==> src/rtl/led_pattern_sequencer.sv <==
// Purpose: steps one of four LED patterns (walk-left, walk-right, count, ping-pong) per divider enable pulse.
// Latency: all outputs registered; leds change 1 cycle after the en pulse that steps them.
// Backpressure: mode_ready drops while a RUN-time mode change waits for the next en to apply it.
// Optional: define LED_AUTOSTOP_EN to add the max_steps input and the done autostop pulse.
module led_pattern_sequencer #(
    parameter int LED_W  = 8,
    parameter int STEP_W = 16
) (
    input  logic              clk,
    input  logic              rst,
    input  logic              en,
    input  logic              start,
    input  logic              stop,
    input  logic              pause,
    input  logic [1:0]        mode,
    input  logic              mode_valid,
    output logic              mode_ready,
`ifdef LED_AUTOSTOP_EN
    input  logic [STEP_W-1:0] max_steps,
`endif
    output logic [LED_W-1:0]  leds,
    output logic              busy,
    output logic [STEP_W-1:0] step_count,
    output logic              done
);

    typedef enum logic [1:0] {S_IDLE, S_LOAD, S_RUN, S_HOLD} state_t;

    localparam logic DIR_LEFT  = 1'b0;
    localparam logic DIR_RIGHT = 1'b1;

    state_t            state_q, state_n;
    logic [LED_W-1:0]  leds_q, leds_n, step_leds;
    logic [STEP_W-1:0] cnt_q, cnt_n, cnt_inc;
    logic [1:0]        act_q, act_n, pmode_q, pmode_n;
    logic              pend_q, pend_n;
    logic              reseed_q, reseed_n;
    logic              dir_q, dir_n, step_dir;
    logic              done_q, done_n;
    logic              busy_q;
    logic              accept;
    logic              term_hit;

    // Starting LED image for each pattern
    function automatic logic [LED_W-1:0] seed(input logic [1:0] m);
        logic [LED_W-1:0] s;
        s = '0;
        if (m == 2'd1)
            s[LED_W-1] = 1'b1;
        else if (m != 2'd2)
            s[0] = 1'b1;
        return s;
    endfunction

    assign accept  = mode_valid && !pend_q;
    assign cnt_inc = cnt_q + STEP_W'(1);

`ifdef LED_AUTOSTOP_EN
    // Terminal step: a real pattern step (not a seed load) that lands on max_steps
    assign term_hit = (state_q == S_RUN) && en && !pause && !pend_q && !reseed_q && !done_q
                      && (max_steps != '0) && (cnt_inc == max_steps);
`else
    assign term_hit = 1'b0;
`endif

    // State register
    always_ff @(posedge clk or posedge rst) begin
        if (rst)
            state_q <= S_IDLE;
        else
            state_q <= state_n;
    end

    // Next-state: stop beats pause beats start; a done pulse retires RUN like a stop
    always_comb begin
        state_n = state_q;
        case (state_q)
            S_IDLE: if (start && !stop) state_n = S_LOAD;
            S_LOAD: begin
                if (stop)       state_n = S_IDLE;
                else if (pause) state_n = S_HOLD;
                else            state_n = S_RUN;
            end
            S_RUN: begin
                if (stop || done_q) state_n = S_IDLE;
                else if (pause)     state_n = S_HOLD;
            end
            S_HOLD: begin
                if (stop)                 state_n = S_IDLE;
                else if (start && !pause) state_n = S_RUN;
            end
            default: state_n = S_IDLE;
        endcase
    end

    // One pattern step from the current LEDs and ping-pong direction
    always_comb begin
        step_leds = leds_q;
        step_dir  = dir_q;
        case (act_q)
            2'd0: step_leds = {leds_q[LED_W-2:0], leds_q[LED_W-1]};
            2'd1: step_leds = {leds_q[0], leds_q[LED_W-1:1]};
            2'd2: step_leds = leds_q + LED_W'(1);
            default: begin
                if (dir_q == DIR_LEFT) begin
                    step_leds = leds_q << 1;
                    if (step_leds[LED_W-1]) step_dir = DIR_RIGHT;
                end else begin
                    step_leds = leds_q >> 1;
                    if (step_leds[0]) step_dir = DIR_LEFT;
                end
            end
        endcase
    end

    // Output/datapath next values: seed loads, steps, and the mode handshake
    always_comb begin
        leds_n   = leds_q;
        cnt_n    = cnt_q;
        act_n    = act_q;
        pmode_n  = pmode_q;
        pend_n   = pend_q;
        reseed_n = reseed_q;
        dir_n    = dir_q;
        done_n   = term_hit;
        if (state_q == S_IDLE) begin
            leds_n = '0;
            if (accept) act_n = mode;
        end else if (stop || (state_q == S_RUN && done_q)) begin
            // Leaving for IDLE: an accepted or waiting request still becomes the active mode
            leds_n   = '0;
            pend_n   = 1'b0;
            reseed_n = 1'b0;
            if (accept)      act_n = mode;
            else if (pend_q) act_n = pmode_q;
        end else if (state_q == S_HOLD) begin
            // Mode switches at once; the new seed is shown on the first RUN cycle
            if (accept) begin
                act_n    = mode;
                reseed_n = 1'b1;
            end
        end else begin
            if (state_q == S_LOAD || (!pause && reseed_q)) begin
                leds_n   = seed(act_q);
                cnt_n    = '0;
                dir_n    = DIR_LEFT;
                reseed_n = 1'b0;
            end else if (!pause && en) begin
                if (pend_q) begin
                    act_n  = pmode_q;
                    leds_n = seed(pmode_q);
                    cnt_n  = '0;
                    dir_n  = DIR_LEFT;
                    pend_n = 1'b0;
                end else begin
                    leds_n = step_leds;
                    dir_n  = step_dir;
                    cnt_n  = cnt_inc;
                end
            end
            if (accept) begin
                pend_n  = 1'b1;
                pmode_n = mode;
            end
        end
    end

    // Datapath registers
    always_ff @(posedge clk or posedge rst) begin
        if (rst) begin
            leds_q   <= '0;
            cnt_q    <= '0;
            act_q    <= 2'd0;
            pmode_q  <= 2'd0;
            pend_q   <= 1'b0;
            reseed_q <= 1'b0;
            dir_q    <= DIR_LEFT;
            done_q   <= 1'b0;
            busy_q   <= 1'b0;
        end else begin
            leds_q   <= leds_n;
            cnt_q    <= cnt_n;
            act_q    <= act_n;
            pmode_q  <= pmode_n;
            pend_q   <= pend_n;
            reseed_q <= reseed_n;
            dir_q    <= dir_n;
            done_q   <= done_n;
            busy_q   <= (state_n != S_IDLE);
        end
    end

    assign leds       = leds_q;
    assign busy       = busy_q;
    assign step_count = cnt_q;
    assign done       = done_q;
    assign mode_ready = !pend_q;

endmodule

==> config.mk <==
export PLATFORM = sky130hd
export DESIGN_NAME = led_pattern_sequencer
export DESIGN_NICKNAME = d
export VERILOG_FILES = /design/src/rtl/led_pattern_sequencer.sv
export SDC_FILE = /design/constraint.sdc
export NUM_CORES = 1
export LEC_CHECK = 0
export ABC_AREA = 1
export BUFFER_PORTS_ARGS = -buffer_cell sky130_fd_sc_hd__clkbuf_2
export CAP_MARGIN = 20
export CORE_MARGIN = 2
export CORE_UTILIZATION = 55
export DETAILED_ROUTE_END_ITERATION = 16
export GPL_ROUTABILITY_DRIVEN = 1
export GPL_TIMING_DRIVEN = 0
export PLACE_DENSITY = 0.77
export SLEW_MARGIN = 20
export SYNTH_ARGS = -nofsm -noshare
export SYNTH_HDL_FRONTEND = slang
export SYNTH_SLANG_ARGS = --single-unit
==> constraint.sdc <==
create_clock -name clk -period 3.65 [get_ports clk]
set_input_delay 0.5475 -clock clk [delete_from_list [all_inputs] [get_ports clk]]
set_output_delay 0.5475 -clock clk [all_outputs]
set_load 0.01 [all_outputs]
* Yosys cells after proc, flatten, opt, wreduce, memory -nomap -nowiden
Index checks and enable logic that the tools add are counted.
Operators by class: equal/unequal tests 14, $add $sub $neg 2, bitwise operators 3, multiplexer cells 49, reduce and logical (&&, ||, !) cells 25
Operator list (number):
- $mux W8 | 7
- $mux W16 | 3
- $mux W2 | 14
- $pmux W8 S3 | 1
- $mux W1 | 23
- $add A16 B1 Y16 const B | 1
- $reduce_and A4 Y1 | 3
- $ne A3 B3 Y1 const B | 3
- $add A8 B1 Y8 const B | 1
- $pmux W2 S4 | 1
- $reduce_bool A4 Y1 | 2
- $eq A2 B1 Y1 const B | 3
- $eq A2 B2 Y1 const B | 3
- $ne A2 B2 Y1 const B | 3
- $reduce_bool A3 Y1 | 2
- $logic_and A1 B1 Y1 | 5
- $reduce_and A5 Y1 | 1
- $logic_not A2 Y1 | 2
- $ne A4 B4 Y1 const B | 1
- $reduce_and A2 Y1 | 2
- $reduce_bool A2 Y1 | 2
- $logic_not A1 Y1 | 3
- $ne A3 B1 Y1 const B | 1
- $not A1 Y1 | 3
- other kinds (3) | 3
Word-level totals: logic and storage cells 102, bits in registers 34

* Longest topological paths before layout
Gate-level depths: netlist of run 1.
depth after elaboration 9, mapped depth 11, depth with buffers taken out 10

* Worst setup path after synthesis of run 1
Ideal clock, no wire load.
path kind register to register, from reg state_q[1], to reg cnt_q[2] (netlist: step_count[2]), arrival 1409 ps, stages on the path, launching flop included 9, buffers on the path 1, data required time 3530 ps, setup slack 2120 ps, setup time 120 ps, cells stage by stage dfrtp_1 > inv_1 > ha_1 > a21oi_4 > nand2_2 > nand2_4 > buf_8 > nor2_1 > o211a_1
Between the ends: word-level cells in the longest chain between the ends 4, elaborated cells between the ends (all ways) 9
Ends and longest elaborated chain:
- start, declared | RTL line 32 | state_t state_q, state_n;
- start signal, assigned | RTL line 71 | state_q <= state_n;
- $eq A2 B1 Y1 | RTL line 143 | if (state_q == S_LOAD || (!pause && reseed_q)) begin
- $logic_or A1 B1 Y1 | RTL line 143
- $reduce_bool A2 Y1 (no line)
- $reduce_and A4 Y1 (no line)
- end signal, assigned | RTL line 182 | cnt_q <= cnt_n;
- end, declared | RTL line 34 | logic [STEP_W-1:0] cnt_q, cnt_n, cnt_inc;
Parallel ways exist; a longest one is shown, timed or not. A chain may end at the register's enable or synchronous reset.

* Final worst setup path of run 1
from reg state_q[1], to reg cnt_q[11] (netlist: step_count[11])
The elaborated chain is that of the path after synthesis.

==> results of run 1 <==
[layout make-up]
cell class	instances	area, sq um
timing repair buffer	33	165
multi-input combinational	282	1430
tap	52	65.1
clock inverter	2	10.0
inverter	60	228
clock buffer	5	68.8
sequential	34	851
fill	410	1560
buffer	10	62.6
[registers in the layout, indices dropped and copies added, names as in the netlist]
signal	count
busy	1
step_count	16
state_q	2
leds	8
reseed_q	1
pmode_q	2
act_q	2
pend_q	1
dir_q	1
[cells by family (layout without fill, tap and decap cells)]
kind of cell	Yosys count	after routing	synth area share [%]
buffers and inverters	70	110	11.3
xor gates and xnor gates	1	1	0.341
AOI/OAI and AO/OA	76	76	16.3
other	1	1	0.146
DFF	34	34	33.1
adders and majority gates	11	11	5.35
and+or+nand+nor	193	193	33.5
[stage by stage]
| stage | cells | area (sq um) | power, uW | hold slack, ns | worst slack (ns) |
|---|---|---|---|---|---|
| finish | 478 | 2880 | 2000 | 0.365 | 1.87 |
| global route | 478 | 2880 | 2190 | 0.435 | 1.67 |
| CTS | 478 | 2880 | 2000 | 0.393 | 1.86 |
| detailed placement | 471 | 2800 | 1720 | 0.540 | 1.87 |
| global placement | 471 | 2800 | 1700 | 0.530 | 1.88 |
| floorplan | 386 | 2570 | 1420 | 0.495 | 2.12 |
[worst max-delay path, cell delays in order (launching register included)]
cell and delay [ns]:
dfrtp_1 0.41, inv_1 0.11, ha_1 0.28, inv_1 0.06, nor2_4 0.15, nand2_4 0.10, buf_8 0.15, nor2_1 0.18
nand2_1 0.08, nand2_1 0.06, nand2_1 0.05, nor2_1 0.10
[metal layers]
| metal | vias to the layer above | part of all wire, % |
|---|---|---|
| met5 | - | 0 |
| met4 | 0 | 0.87 |
| met3 | 8 | 6.6 |
| met2 | 117 | 45 |
| met1 | 1173 | 47 |
| li1 | 1311 | - |
[Yosys cell counts, drive strengths merged]
cell type	instances	area share, %
nand2	117	18
inv	60	8.9
o21ai	39	7.6
nor2	37	6.2
dfrtp	34	33
a21oi	27	5.8
nand3	24	4.7
ha	11	5.4
buf	7	1.9
nand4	7	1.9
clkbuf	3	0.49
nor3	3	1.2
a31oi	2	0.49
nor3b	2	0.97
o211ai	2	0.58
o22ai	2	0.49
or2	2	0.49
a221oi	1	0.34
a22oi	1	0.29
conb	1	0.15
nand3b	1	0.29
o211a	1	0.39
o221ai	1	0.34
xnor2	1	0.34
[how the worst min path moves through the flow]
| stage | startpoint | endpoint | slack (ns) | cells after the start |
|---|---|---|---|---|
| finish | rst | leds[6] | 0.37 | 2 |
| global route | rst | leds[3] | 0.43 | 2 |
| CTS | rst | leds[3] | 0.39 | 2 |
| detailed placement | step_count[1] | step_count[1] | 0.54 | 2 |
| global placement | step_count[1] | step_count[1] | 0.53 | 2 |
| floorplan | pmode_q[1] | pmode_q[1] | 0.50 | 2 |
[report_power, final]
part / switching [uW] / leakage, uW / internal (uW)
registers: 138 / 0.000450 / 502
logic: 710 / 0.00104 / 381
clock network: 138 / 0.0000438 / 128
total: 986 / 0.00153 / 1010
==> results by group, run 1 <==
Final layout
  – Most frequent cells in the layout: nand2_1 (112), inv_1 (54), o21ai_0 (38)
  – Most common cell after layout, fill and taps aside: nand2_1
  – Antenna cells: 0
  – NumNets Final: around 450
  – Core Util, Final: about two thirds
  – Syn-to-layout area delta: 12.0%
  – Layout cell share with drive strength beyond 1: approximately 17%

Global routing
  – Met1 Use GR: a little over a third
  – Total grt overflow: 0
  – First-pass GRT wire length: roughly 10000 microns
  – Largest net degree at the start of global routing: 35
  – GR Util met2: between 30% and 40%
  – Met3 Track Usage GR: 4.72%
  – All-Layer GR Usage: 24.6%
  – Initial antenna violation count: 0
  – Routing layer with the top usage in global route: met2
  – Vias in the first global route: 2257

Clocking
  – Clock-pin slew on the worst setup and hold paths: 0.07 ns
  – Hold Buf Count CTS: 0
  – CTS root buf: clkbuf_8
  – Worst skew pair latency: 0.28 ns
  – CTS tree: done
  – Maximum clock insertion buffer count: 2
  – Clk sink count: 34
  – Total CTS buffers: 5
  – H-tree depth: 2
  – # Post-CTS Setup Buffers: 0
  – Quantity of gates resized following cts: 0

Placement
  – Half-perimeter wire length after placement: between 4000 and 5000 microns
  – Buffers added on ports: 33
  – GPL Wtd Cong: just under 0.9

Worst setup path
  – Crit Path Category: reg -> reg
  – Crit path max fanout: 10
  – Crit. Startpoint: state_q[1]
  – Worst r2r src: state_q[1]
  – Worst setup path endpoint: step_count[11]
  – FF-to-FF setup slack: between 1.5 and 2 ns
  – Worst Path Arrival: about 2.0 ns
  – Critical Path End Type: flop
  – Startpoint types: flop
  – Worst r2r dst: step_count[11]
  – Worst Reg-to-Reg Cells: 11
  – Required time of the worst setup path: just under 4 ns

Status
  – Status: finished, final reports clean

STA
  – Fin. Hold Viols: 0
  – Fmax: approximately 0.56 GHz
  – Slew margin rel.: about half
  – Slew Viols, Final: 0
  – Setup violators final: 0
  – Worst clock skew: approximately 0.007 ns
  – Fin crit period: around 1.8 ns
  – Period utilization: between 40% and 50%
  – Least-Margin Pin Slew: around 0.73 ns
  – Fin Setup TNS: 0 ns
  – RSZ-0062 raised after global routing: false

Drt
  – Detailed Routing Iterations Pass 1: 5
  – Iter 0 DRT Violations: ~320
  – ANT nets after route: 0
  – Avg Vias per Cell: ~5.5
  – Via Count: 2609
  – Routed wire per std cell: approximately 13 microns
  – WL final: approximately 6100 microns
  – DRC Markers: 0

Die
  – Die Ht: around 72 microns
  – Boundary pin count: 36
  – Die Area: around 5200 sq um
  – Core region area: around 4400 sq um
  – # rows: 24
  – Initial core utilization: between 50% and 60%
  – Die X: slightly above 70 microns

Power and ir drop
  – P per Cell Area: roughly 690 nW/um^2
  – VDD IR max: roughly 0.00043 V
  – Pleak: 0.00153 uW

Synthesis
  – Syn nets: around 410
  – Seq cells post-synth: 34
  – Sequential fraction of the synthesis area: ~33%
  – Syn Inst Count: between 300 and 400
  – Post-Syn Area: about 2600 sq um
  – Synth unique cells: 38
  – Avg Cell Area, Syn: between 6 and 7 sq um
  – Warnings, synthesis: 0

Min path
  – Worst hold-check path type: in -> async

Flow run
  – Number of max-cap violations: 0
Power figures use the tool's default switching activity.
==> run 2, diff against run 1 <==
- ABC_AREA: 1 -> 0
- CORE_UTILIZATION: 55 -> 52
- clock period: 3.65 -> 1.6 ns (I/O delays scaled with it)
==> run 2 against run 1 <==
Compared with the run above:
- the run now ends with setup timing left
- worst hold slack worse by 0.33 ns
- setup slack worse by 2.1 ns
- maximum frequency shrank 2.8%
- area after synthesis fell by 6.0%
- total power increased to 2.8 times the previous value
- highest routed layer unchanged
- sequential power grew 100%
==> results by group, run 2 <==
Status
  – Status: complete, but fails checks
  – Failing checks: setup timing

Drt
  – ANT nets after route: 0 (unchanged)
  – Via Count: 2594 (-0.57%)
  – Met2 wire len: 3690 microns (+34%)
  – Top Layer Used: met4
  – DRC Markers: 0 (unchanged)
  – Iter 0 DRT Violations: 333 (+2.8%)
  – M1 WL: 3190 microns (+10%)
  – Avg Vias per Cell: 6.37 (+17%)
  – Routed wire per std cell: 18.6 microns (+45%)
  – Detailed Routing Iterations Pass 1: 6 (+1)
  – WL met3: 486 microns (+20%)
  – WL final: 7580 microns (+24%)

Min path
  – Worst hold-check path type: in -> async

STA
  – Least-Margin Pin Slew: 0.720 ns (-0.0126 ns)
  – RSZ-0062 raised after global routing: true
  – Fin. Hold Viols: 0 (unchanged)
  – Period utilization: 115% (+66 points)
  – Final worst slack: -0.232 ns (-2.10 ns)
  – Worst clock skew: 0.0132 ns (+0.00635 ns)
  – Fmax: 0.546 GHz (-2.8%)
  – Fin crit period: 1.83 ns (+0.0505 ns)
  – Slew margin rel.: 51.9% (+0.84 points)
  – Fin Setup TNS: -4.19 ns (-4.19 ns)
  – Setup violators final: 30 (+30)
  – Slew Viols, Final: 0 (unchanged)

Global routing
  – Total grt overflow: 0 (unchanged)
  – Vias in the first global route: 2234 (-1.0%)
  – Largest net degree at the start of global routing: 35 (unchanged)
  – First-pass GRT wire length: 10900 microns (+5.4%)
  – All-Layer GR Usage: 26.4% (+1.8 points)
  – Initial antenna violation count: 0 (unchanged)

Worst setup path
  – Worst Path Arrival: 2.02 ns (+0.03 ns)
  – Critical Path End Type: flop
  – Startpoint types: flop
  – Required time of the worst setup path: 1.79 ns (-2.07 ns)
  – Crit path max fanout: 6 (-4)
  – Crit Path Category: reg -> reg

Final layout
  – Antenna cells: 0 (unchanged)
  – Fillers: 277 (-32%)
  – Most frequent cells in the layout: clkbuf_2 (35), dfrtp_1 (31), buf_4 (25)
  – Syn-to-layout area delta: 43.9%
  – Number of flip-flops in the largest register: 16 (unchanged)
  – Design Area, Final: 3480 sq um (+21%)
  – NumNets Final: 374 (-16%)
  – Layout cell share with drive strength beyond 1: 42.5% (+26 points)
  – Most common cell after layout, fill and taps aside: clkbuf_2

Clocking
  – Clock-pin slew on the worst setup and hold paths: 0.09 ns (+0.02 ns)
  – Maximum clock insertion buffer count: 2 (unchanged)
  – Hold Buf Count CTS: 0 (unchanged)
  – Total CTS buffers: 5 (unchanged)
  – H-tree depth: 2 (unchanged)
  – CTS root buf: clkbuf_8
  – Worst skew pair latency: 0.30 ns (+0.02 ns)
  – Clk sink count: 34 (unchanged)
  – CTS tree: done

Placement
  – DP Area: 2780 sq um (-0.94%)
  – Half-perimeter wire length after placement: 4080 microns (-11%)
  – GPL Wtd Cong: 0.915 (+5.7%)
  – Buffers added on ports: 34 (+3.0%)

Synthesis
  – Synth cell count leaders: dfrtp_1 (34), nor2_1 (27), nand2_1 (23)
  – Most common cell in the netlist: dfrtp_1
  – Sequential fraction of the synthesis area: 35.2% (+2.1 points)
  – Post-synth ARST share: 100% (unchanged)
  – Biggest area consumer among synthesized cells: dfrtp_1
  – Synth top area share: 35.2% (+2.1 points)
  – Synth unique cells: 57 (+50%)
  – Avg Cell Area, Syn: 8.55 sq um (+28%)
  – Syn Inst Count: 283 (-27%)
  – Post-synth EDFFs: 0 (unchanged)
  – Warnings, synthesis: 0 (unchanged)
  – Syn nets: 303 (-25%)
  – Post-Syn Area: 2420 sq um (-6.0%)
  – Ys flop type: dfrtp_1
  – Seq cells post-synth: 34 (unchanged)
  – Dominant cells by area after synthesis: dfrtp_1 (35%), ha_1 (5.7%), nor2_1 (4.2%)

Die
  – # rows: 24 (unchanged)
  – Die Ht: 72.2 microns (-0.26%)
  – Core region area: 4410 sq um (-0.68%)
  – Die Area: 5210 sq um (-0.52%)
  – Die X: 72.2 microns (-0.26%)
  – Initial core utilization: 54.8% (-3.1 points)
  – Boundary pin count: 36 (unchanged)

Power and ir drop
  – P per Cell Area: 1620 nW/um^2 (+130%)
  – Pleak: 0.00151 uW (-1.3%)
  – VDD IR max: 0.00101 V (+140%)

Flow run
  – Number of max-cap violations: 0 (unchanged)
run 2: cell count changes in the layout (fill, tap and decap cells not counted), moves of 8 or more:
cell / change
buf_4: +23
nor2_1: -11
a21oi_1: -17
xnor2_1: +9
nand2_1: -91
buf_6: +13
o21ai_1: +8
o21ai_0: -32
nand3_1: -11
inv_1: -48
run 2: final timing paths:
path	cells after the start	to	from	slack (ns)
max	7	step_count[8]	state_q[1]	-0.23
min	2	step_count[14]	rst	0.03
max reg2reg	7	step_count[8]	state_q[1]	-0.23
min reg2reg	1	step_count[0]	step_count[0]	0.54
max in group asynchronous	2	act_q[0]	rst	1.05
min in group clk	3	pmode_q[1]	mode[1]	0.23
run 2: repair_timing:
item	CTS	global route
pin swaps	10	33
gates cloned	1	0
setup endpoints to repair	29	33
buffers inserted	15	19
resized for setup	28	66
run 2: cell families (layout without fill, tap and decap cells):
family	Yosys count	in the layout	synth area share (%)
fa+ha+maj	11	11	5.69
mux	8	8	3.41
xor+xnor	15	15	5.43
simple gates	104	104	21.6
buf+inv	33	104	5.69
other cells	1	1	0.155
flops	34	34	35.2
compound gates	77	78	22.8
run 2: final cells by class:
| class | count | area (sq um) | area share (%) |
|---|---|---|---|
| clock buffer | 5 | 68.8 | 1.98 |
| buffer | 17 | 124 | 3.56 |
| sequential | 34 | 855 | 24.6 |
| timing repair buffer | 67 | 455 | 13.1 |
| inverter | 12 | 52.6 | 1.51 |
| clock inverter | 3 | 68.8 | 1.98 |
| tap | 52 | 65.1 | 1.87 |
| multi-input combinational | 217 | 1790 | 51.5 |
run 2: worst max-delay path: stages (launching register included):
cell and delay (ns):
dfrtp_2 0.44, inv_4 0.07, ha_4 0.26, nor2b_4 0.24, o2111ai_4 0.24, nor3_2 0.22
xnor2_1 0.17, nor2_1 0.08
run 2: per-stage QoR:
step                cells  setup WS [ns]  power [uW]  hold WS, ns  utilization (%)
floorplan             283        -0.0695        2870        0.357                -
global placement      369         -0.236        3330        0.498             62.9
detailed placement    369         -0.310        3390        0.387             62.9
CTS                   390         -0.192        4730       0.0725             70.8
global route          407         -0.313        5920        0.111             78.9
finish                407         -0.232        5620       0.0310             78.9
run 2: metal layers:
layer  global-route usage, %  vias up
met5                       0        -
met4                    5.66        0
met3                    5.14       27
met2                    42.1      137
met1                    37.5     1250
li1                        -     1180
run 2: where the power goes:
| group | leakage (uW) | switching, uW | internal (uW) |
|---|---|---|---|
| clock | 0.0000683 | 382 | 625 |
| sequential | 0.000453 | 248 | 1040 |
| combinational | 0.000993 | 1790 | 1540 |
| total | 0.00151 | 2420 | 3210 |
